==> src/rtl/clock_pkg.sv <==
// clock_pkg: shared BCD types, digit limits, FSM states and load validation for bcd_clock_core
package clock_pkg;
  typedef logic [3:0] bcd_t;
  typedef enum logic {STOP, RUN} state_t;
  localparam bcd_t SEC_MAX_TENS      = 4'd5;
  localparam bcd_t SEC_MAX_UNITS     = 4'd9;
  localparam bcd_t MIN_MAX_TENS      = 4'd5;
  localparam bcd_t MIN_MAX_UNITS     = 4'd9;
  localparam bcd_t HR_TENS_MAX       = 4'd2;
  localparam bcd_t HR_UNITS_MAX_AT_2 = 4'd3;
  localparam bcd_t UNITS_MAX         = 4'd9;
  // A loaded HHMMSS is accepted only if every digit is BCD and the time is a real 24-hour time
  function automatic logic time_valid(bcd_t h1, bcd_t h0, bcd_t m1, bcd_t m0, bcd_t s1, bcd_t s0);
    return (h1 <= HR_TENS_MAX) && ((h1 < HR_TENS_MAX) ? (h0 <= UNITS_MAX) : (h0 <= HR_UNITS_MAX_AT_2)) &&
           (m1 <= MIN_MAX_TENS) && (m0 <= MIN_MAX_UNITS) && (s1 <= SEC_MAX_TENS) && (s0 <= SEC_MAX_UNITS);
  endfunction
endpackage

==> src/rtl/bcd_digit_cnt.sv <==
// bcd_digit_cnt: one BCD digit counting 0..MAX with clear > load > increment and a wrap carry
module bcd_digit_cnt
  import clock_pkg::*;
#(
  parameter bcd_t MAX = 4'd9
) (
  input  logic clk,
  input  logic rst,
  input  logic clr_i,
  input  logic ld_i,
  input  bcd_t ld_val_i,
  input  logic inc_i,
  output bcd_t q_o,
  output logic carry_o
);
  bcd_t q_q, q_d;
  // Next digit value; wrapping at MAX is what raises the carry into the next digit
  always_comb q_d = clr_i ? 4'd0 : ld_i ? ld_val_i : inc_i ? ((q_q == MAX) ? 4'd0 : q_q + 4'd1) : q_q;
  // Digit register
  always_ff @(posedge clk or posedge rst)
    if (rst) q_q <= 4'd0;
    else q_q <= q_d;
  assign q_o = q_q;
  assign carry_o = inc_i & (q_q == MAX);
endmodule

==> src/rtl/bcd_clock_core.sv <==
// bcd_clock_core: 24-hour BCD timekeeper with load validation and start/exit/reset commands; HOURLY_CHIME_EN adds the hourly chime pulse
module bcd_clock_core
  import clock_pkg::*;
#(
  parameter int TICK_DIV = 100_000_000,
  parameter int CNT_W    = 27
) (
  input  logic       clk,
  input  logic       rst,
  input  logic       load,
  input  logic [3:0] ld_h1,
  input  logic [3:0] ld_h0,
  input  logic [3:0] ld_m1,
  input  logic [3:0] ld_m0,
  input  logic [3:0] ld_s1,
  input  logic [3:0] ld_s0,
  input  logic       cmd_start,
  input  logic       cmd_reset,
  input  logic       cmd_exit,
  output logic [3:0] h1,
  output logic [3:0] h0,
  output logic [3:0] m1,
  output logic [3:0] m0,
  output logic [3:0] s1,
  output logic [3:0] s0,
  output logic       running,
  output logic       sec_pulse,
  output logic       load_err,
  output logic       chime
);
  state_t state_q, state_d;
  logic [CNT_W-1:0] presc_q, presc_d;
  bcd_t h1_q, h0_q, h1_d, h0_d;
  logic sec_q, err_q, run, term, ld_ok, do_ld, ld_dig, do_exit, do_start, tick, wrap23;
  logic c_s0, c_s1, c_m0, c_m1;
  assign run      = state_q == RUN;
  assign term     = presc_q == CNT_W'(TICK_DIV - 1);
  assign ld_ok    = time_valid(ld_h1, ld_h0, ld_m1, ld_m0, ld_s1, ld_s0);
  assign do_ld    = !cmd_reset & load;
  assign ld_dig   = do_ld & ld_ok;
  assign do_exit  = !cmd_reset & !load & cmd_exit & run;
  assign do_start = !cmd_reset & !load & !cmd_exit & cmd_start & !run;
  assign tick     = !cmd_reset & !load & !cmd_exit & run & term;
  assign wrap23   = (h1_q == HR_TENS_MAX) & (h0_q == HR_UNITS_MAX_AT_2);
  // Run/stop control: clear forces STOP, exit pauses, start resumes
  always_comb state_d = (cmd_reset | do_exit) ? STOP : do_start ? RUN : state_q;
  // FSM state register
  always_ff @(posedge clk or posedge rst)
    if (rst) state_q <= STOP;
    else state_q <= state_d;
  // Prescaler: restarts on clear/valid load/start so a full second follows, frozen when paused
  always_comb presc_d = (cmd_reset | ld_dig | do_start) ? '0 :
                        (run & !do_exit) ? (term ? '0 : presc_q + CNT_W'(1)) : presc_q;
  // Prescaler register
  always_ff @(posedge clk or posedge rst)
    if (rst) presc_q <= '0;
    else presc_q <= presc_d;
  // MM:SS digits: each stage increments only when every lower stage wraps, so all update together
  bcd_digit_cnt #(.MAX(SEC_MAX_UNITS)) u_s0 (.clk, .rst, .clr_i(cmd_reset), .ld_i(ld_dig), .ld_val_i(ld_s0), .inc_i(tick), .q_o(s0), .carry_o(c_s0));
  bcd_digit_cnt #(.MAX(SEC_MAX_TENS))  u_s1 (.clk, .rst, .clr_i(cmd_reset), .ld_i(ld_dig), .ld_val_i(ld_s1), .inc_i(c_s0), .q_o(s1), .carry_o(c_s1));
  bcd_digit_cnt #(.MAX(MIN_MAX_UNITS)) u_m0 (.clk, .rst, .clr_i(cmd_reset), .ld_i(ld_dig), .ld_val_i(ld_m0), .inc_i(c_s1), .q_o(m0), .carry_o(c_m0));
  bcd_digit_cnt #(.MAX(MIN_MAX_TENS))  u_m1 (.clk, .rst, .clr_i(cmd_reset), .ld_i(ld_dig), .ld_val_i(ld_m1), .inc_i(c_m0), .q_o(m1), .carry_o(c_m1));
  // Hour pair: units wrap at 9 except 23 rolls straight to 00
  always_comb begin
    h1_d = cmd_reset ? 4'd0 : ld_dig ? ld_h1 : !c_m1 ? h1_q : wrap23 ? 4'd0 : (h0_q == UNITS_MAX) ? h1_q + 4'd1 : h1_q;
    h0_d = cmd_reset ? 4'd0 : ld_dig ? ld_h0 : !c_m1 ? h0_q : (wrap23 | (h0_q == UNITS_MAX)) ? 4'd0 : h0_q + 4'd1;
  end
  // Hour registers and one-cycle status pulses
  always_ff @(posedge clk or posedge rst)
    if (rst) begin
      h1_q  <= 4'd0;
      h0_q  <= 4'd0;
      sec_q <= 1'b0;
      err_q <= 1'b0;
    end else begin
      h1_q  <= h1_d;
      h0_q  <= h0_d;
      sec_q <= tick;
      err_q <= do_ld & !ld_ok;
    end
  assign h1        = h1_q;
  assign h0        = h0_q;
  assign running   = run;
  assign sec_pulse = sec_q;
  assign load_err  = err_q;
`ifdef HOURLY_CHIME_EN
  logic chime_q;
  // A minute-tens carry only happens on a counted tick rolling MM:SS to 00:00
  always_ff @(posedge clk or posedge rst)
    if (rst) chime_q <= 1'b0;
    else chime_q <= c_m1;
  assign chime = chime_q;
`else
  assign chime = 1'b0;
`endif
endmodule

==> config.mk <==
export PLATFORM = sky130hd
export DESIGN_NAME = bcd_clock_core
export DESIGN_NICKNAME = d
export VERILOG_FILES = /design/src/rtl/clock_pkg.sv /design/src/rtl/bcd_digit_cnt.sv /design/src/rtl/bcd_clock_core.sv
export SDC_FILE = /design/constraint.sdc
export NUM_CORES = 1
export LEC_CHECK = 0
export CAP_MARGIN = 40
export CELL_PAD_IN_SITES_DETAIL_PLACEMENT = 0
export CELL_PAD_IN_SITES_GLOBAL_PLACEMENT = 1
export CORE_ASPECT_RATIO = 1.1
export CORE_UTILIZATION = 36
export DETAILED_ROUTE_END_ITERATION = 7
export PLACE_DENSITY_LB_ADDON = 0.1
export SLEW_MARGIN = 20
export SYNTH_ARGS = -nofsm -noshare
export SYNTH_HDL_FRONTEND = slang
export SYNTH_SLANG_ARGS = --single-unit
export TNS_END_PERCENT = 20
==> constraint.sdc <==
create_clock -name clk -period 2.44 [get_ports clk]
set_clock_uncertainty 0.15 [all_clocks]
set_input_delay 0.244 -clock clk [delete_from_list [all_inputs] [get_ports clk]]
set_output_delay 0.244 -clock clk [all_outputs]
set_load 0.01 [all_outputs]
==> impl_metrics.tcl <==
set metrics [dict create \
    status "completed" \
    synthTopCellsByArea "dfrtp_1 (43%), xnor2_1 (7.5%), nor2_1 (5.6%), nand2_1 (4.3%), o21ai_0 (3.5%)" \
    tightestPinTransition_ns 0.503 \
    register_area_um2 1350 \
    grt_pass1_vias 2998 \
    finalHoldViolCount 0 \
    die_h_um 100 \
    area_growth_pct 39.9 \
    grtUsageTotal_pct 20.5 \
    maxSlewViolCount 0 \
    hold_path_class "input pin to asynchronous set/reset pin" \
    critPathLaunchType "flip-flop" \
    power_mw 1.76 \
    wl_met1_mm 4.13 \
    ctsLongestPathBuffers 2 \
    maxSlewHeadroom_pct 66.4 \
    cts_buffers 5 \
    antenna_found_initial 0 \
    r2r_start "presc_q[21]" \
    hpwlAfterDp_mm 6.52 \
    synthTopCellsByCount "dfrtp_1 (54), nor2_1 (47), nand2_1 (36), xnor2_1 (27), o21ai_0 (22)" \
    ys_ff_latch 54 \
    fillers 798 \
    gp_congestion 0.833 \
    synth_seq_area_share_pct 42.6 \
    async_reset_ff_share_pct 100 \
    multi_input_area_um2 1740 \
    fin_crit_sh_pct 94.7 \
    ant_nets 0 \
    wirelength_mm 8.82 \
    overflow 0 \
    die-area_um2 9180 \
    route.met3.wl_um 311 \
    setup_violations 0 \
    path_max_fanout 4 \
    drtPass1Iterations 4 \
    synth_nets 394 \
    route.met2.wl_mm 4.25 \
    grt_first_pass_wirelength_mm 14.9 \
    hold_buffers 0 \
    synthCells 359 \
    fin_crit_ns 2.31 \
    layoutNonFillerInstCount 584 \
    num_rows 35 \
    post-route-drc-count 0 \
    synth_area_per_cell_um2 8.83 \
    synth_top_area_cell "dfrtp_1" \
    wl_per_cell_um 15.1 \
    powerDensity_nw_per_um2 397 \
    arrival_ns 2.42 \
    port_buffers 56 \
    fp.dieW_um 91.5 \
    clk_latency_ns 0.32 \
    coreArea_um2 8450 \
    reg2reg_to "h1[3]" \
    synth_top_area_share_pct 42.6 \
    clk_pin_slew_ns 0.11 \
    required_ns 2.55 \
    crit_type "flip-flop to flip-flop" \
    yosys_warnings 0 \
    num-nets-final 507 \
    cts_htree_levels 2 \
    r2r_slack_ns 0.13 \
    grt_max_degree 35 \
    antenna_cells 0 \
    synth_edf_count 0 \
    start_util_pct 37.5 \
    synth_flop_cell "dfrtp_1" \
    p_leak_nw 1.81 \
    viasPerCell 5.12 \
    io_pins 58 \
    setup.worst_path.end_class "flip-flop" \
    maxCapViolations 0 \
    vdd_drop_max_uv 240 \
    synth.distinct_cells 48 \
    r2r_cells 6 \
    cts_tree "done" \
    syn-cell-area_um2 3170 \
    cts_root_buffer "clkbuf_8" \
    first_iter_violations 88 \
    top_layer "met4" \
    via_count 2991 \
    place_inst 575 \
    synthMostInstantiatedCell "dfrtp_1" \
    rsz0062_at_grt "yes" \
    drive_gt1_share_pct 18.8 \
    clock_sinks 54 \
    fmax_mhz 433 \
]
-- where the power goes --
part	switching, mW	total, mW	internal, mW
combinational	0.120	0.251	0.132
clock	0.325	0.587	0.261
sequential	0.0157	0.922	0.907
total	0.461	1.76	1.30
-- layout by cell type (no fill, tap or decap), types with 2 or more instances in the layout --
cell / netlist / routed
a31oi_1: 3 / 3
mux2_2: 2 / 2
mux2i_1: 4 / 4
clkbuf_8: 0 / 7
nor4_1: 8 / 7
xnor2_1: 27 / 27
clkdlybuf4s50_1: 0 / 56
dfrtp_2: 0 / 2
nand2_1: 36 / 36
nand3_1: 19 / 19
and3_1: 7 / 7
nor4b_2: 0 / 3
a21oi_1: 16 / 16
nor3b_1: 5 / 5
a221oi_1: 3 / 3
inv_1: 15 / 14
nor3_1: 14 / 14
a211oi_1: 5 / 4
nor2_1: 47 / 47
o21ai_0: 22 / 22
buf_4: 3 / 59
dfrtp_1: 54 / 52
nor4b_1: 6 / 3
ha_1: 5 / 5
o211ai_1: 5 / 5
xor2_1: 6 / 6
buf_12: 0 / 2
nand4_1: 12 / 12
nor2b_1: 4 / 4
or4_1: 2 / 2
-- final cells by class --
type	instances	share of cell area (%)
clock inverter	1	0.198
timing repair buffer	117	23.5
sequential	54	30.5
inverter	15	1.27
tap	111	3.13
clock buffer	7	2.17
multi-input combinational	279	39.1
-- how the worst max path moves through the flow --
| stage | endpoint | depth (start not counted) | slack, ns | start |
|---|---|---|---|---|
| after floorplan | presc_q[26] | 9 | 0.08 | presc_q[0] |
| after global placement | presc_q[23] | 8 | -0.23 | ld_h0[3] |
| after detailed placement | presc_q[19] | 8 | -0.24 | ld_h0[3] |
| after CTS | h1[3] | 7 | 0.06 | u_s1.q_o[2] |
| after global routing | u_s1.q_o[3] | 9 | -0.09 | presc_q[1] |
| final | h1[3] | 6 | 0.13 | presc_q[21] |
-- through the flow --
stage	hold slack (ns)	area, µm²	setup slack (ns)	utilization, %	TNS [ns]
2_1_floorplan	0.211	3170	0.0761	-	0
3_3_place_gp	0.371	4280	-0.233	50.7	-5.55
3_5_place_dp	0.388	4280	-0.242	50.7	-6.06
4_1_cts	0.129	4390	0.0639	51.9	0
6_report	0.119	4430	0.130	52.4	0
5_1_grt	0.155	4430	-0.0917	52.4	-0.0917
-- repair_timing --
action                     CTS  global route
resized for setup            0             9
setup endpoints to repair    0            24
buffers inserted             0             1
-- critical path: stages (launching register included) --
cell      delay [ns]
dfrtp_1         0.43
nand2_1         0.11
or4_4           0.55
and4bb_4        0.38
a21oi_2         0.08
or4_1           0.47
nand2_1         0.08
-- registers in the layout, summed over array words and instances, names as in the netlist --
signal and flops:
presc_q 27, h1 4, running 1, load_err 1
u_m1.q_o 4, u_s1.q_o 4, u_m0.q_o 4, u_s0.q_o 4
sec_pulse 1, h0 4
-- metal layers --
layer | GRT usage [%] | vias to the layer above
met5 | 0 | -
met4 | 5.37 | 0
met3 | 2.58 | 9
met2 | 36.9 | 57
met1 | 26.0 | 1425
li1 | - | 1500
-- cells by family after synthesis --
group                    count (synthesis)  synth area share, %
AO/OA/AOI/OAI                           63                 12.1
adder cells (fa/ha/maj)                  5                 1.97
flip-flops                              54                 42.6
XOR/XNOR                                33                 9.12
multiplexers                             6                 1.97
AND/OR/NAND/NOR                        171                 28.3
buffers and inverters                   26                 3.75
other                                    1                0.118
(Power assumes the default switching activity.)
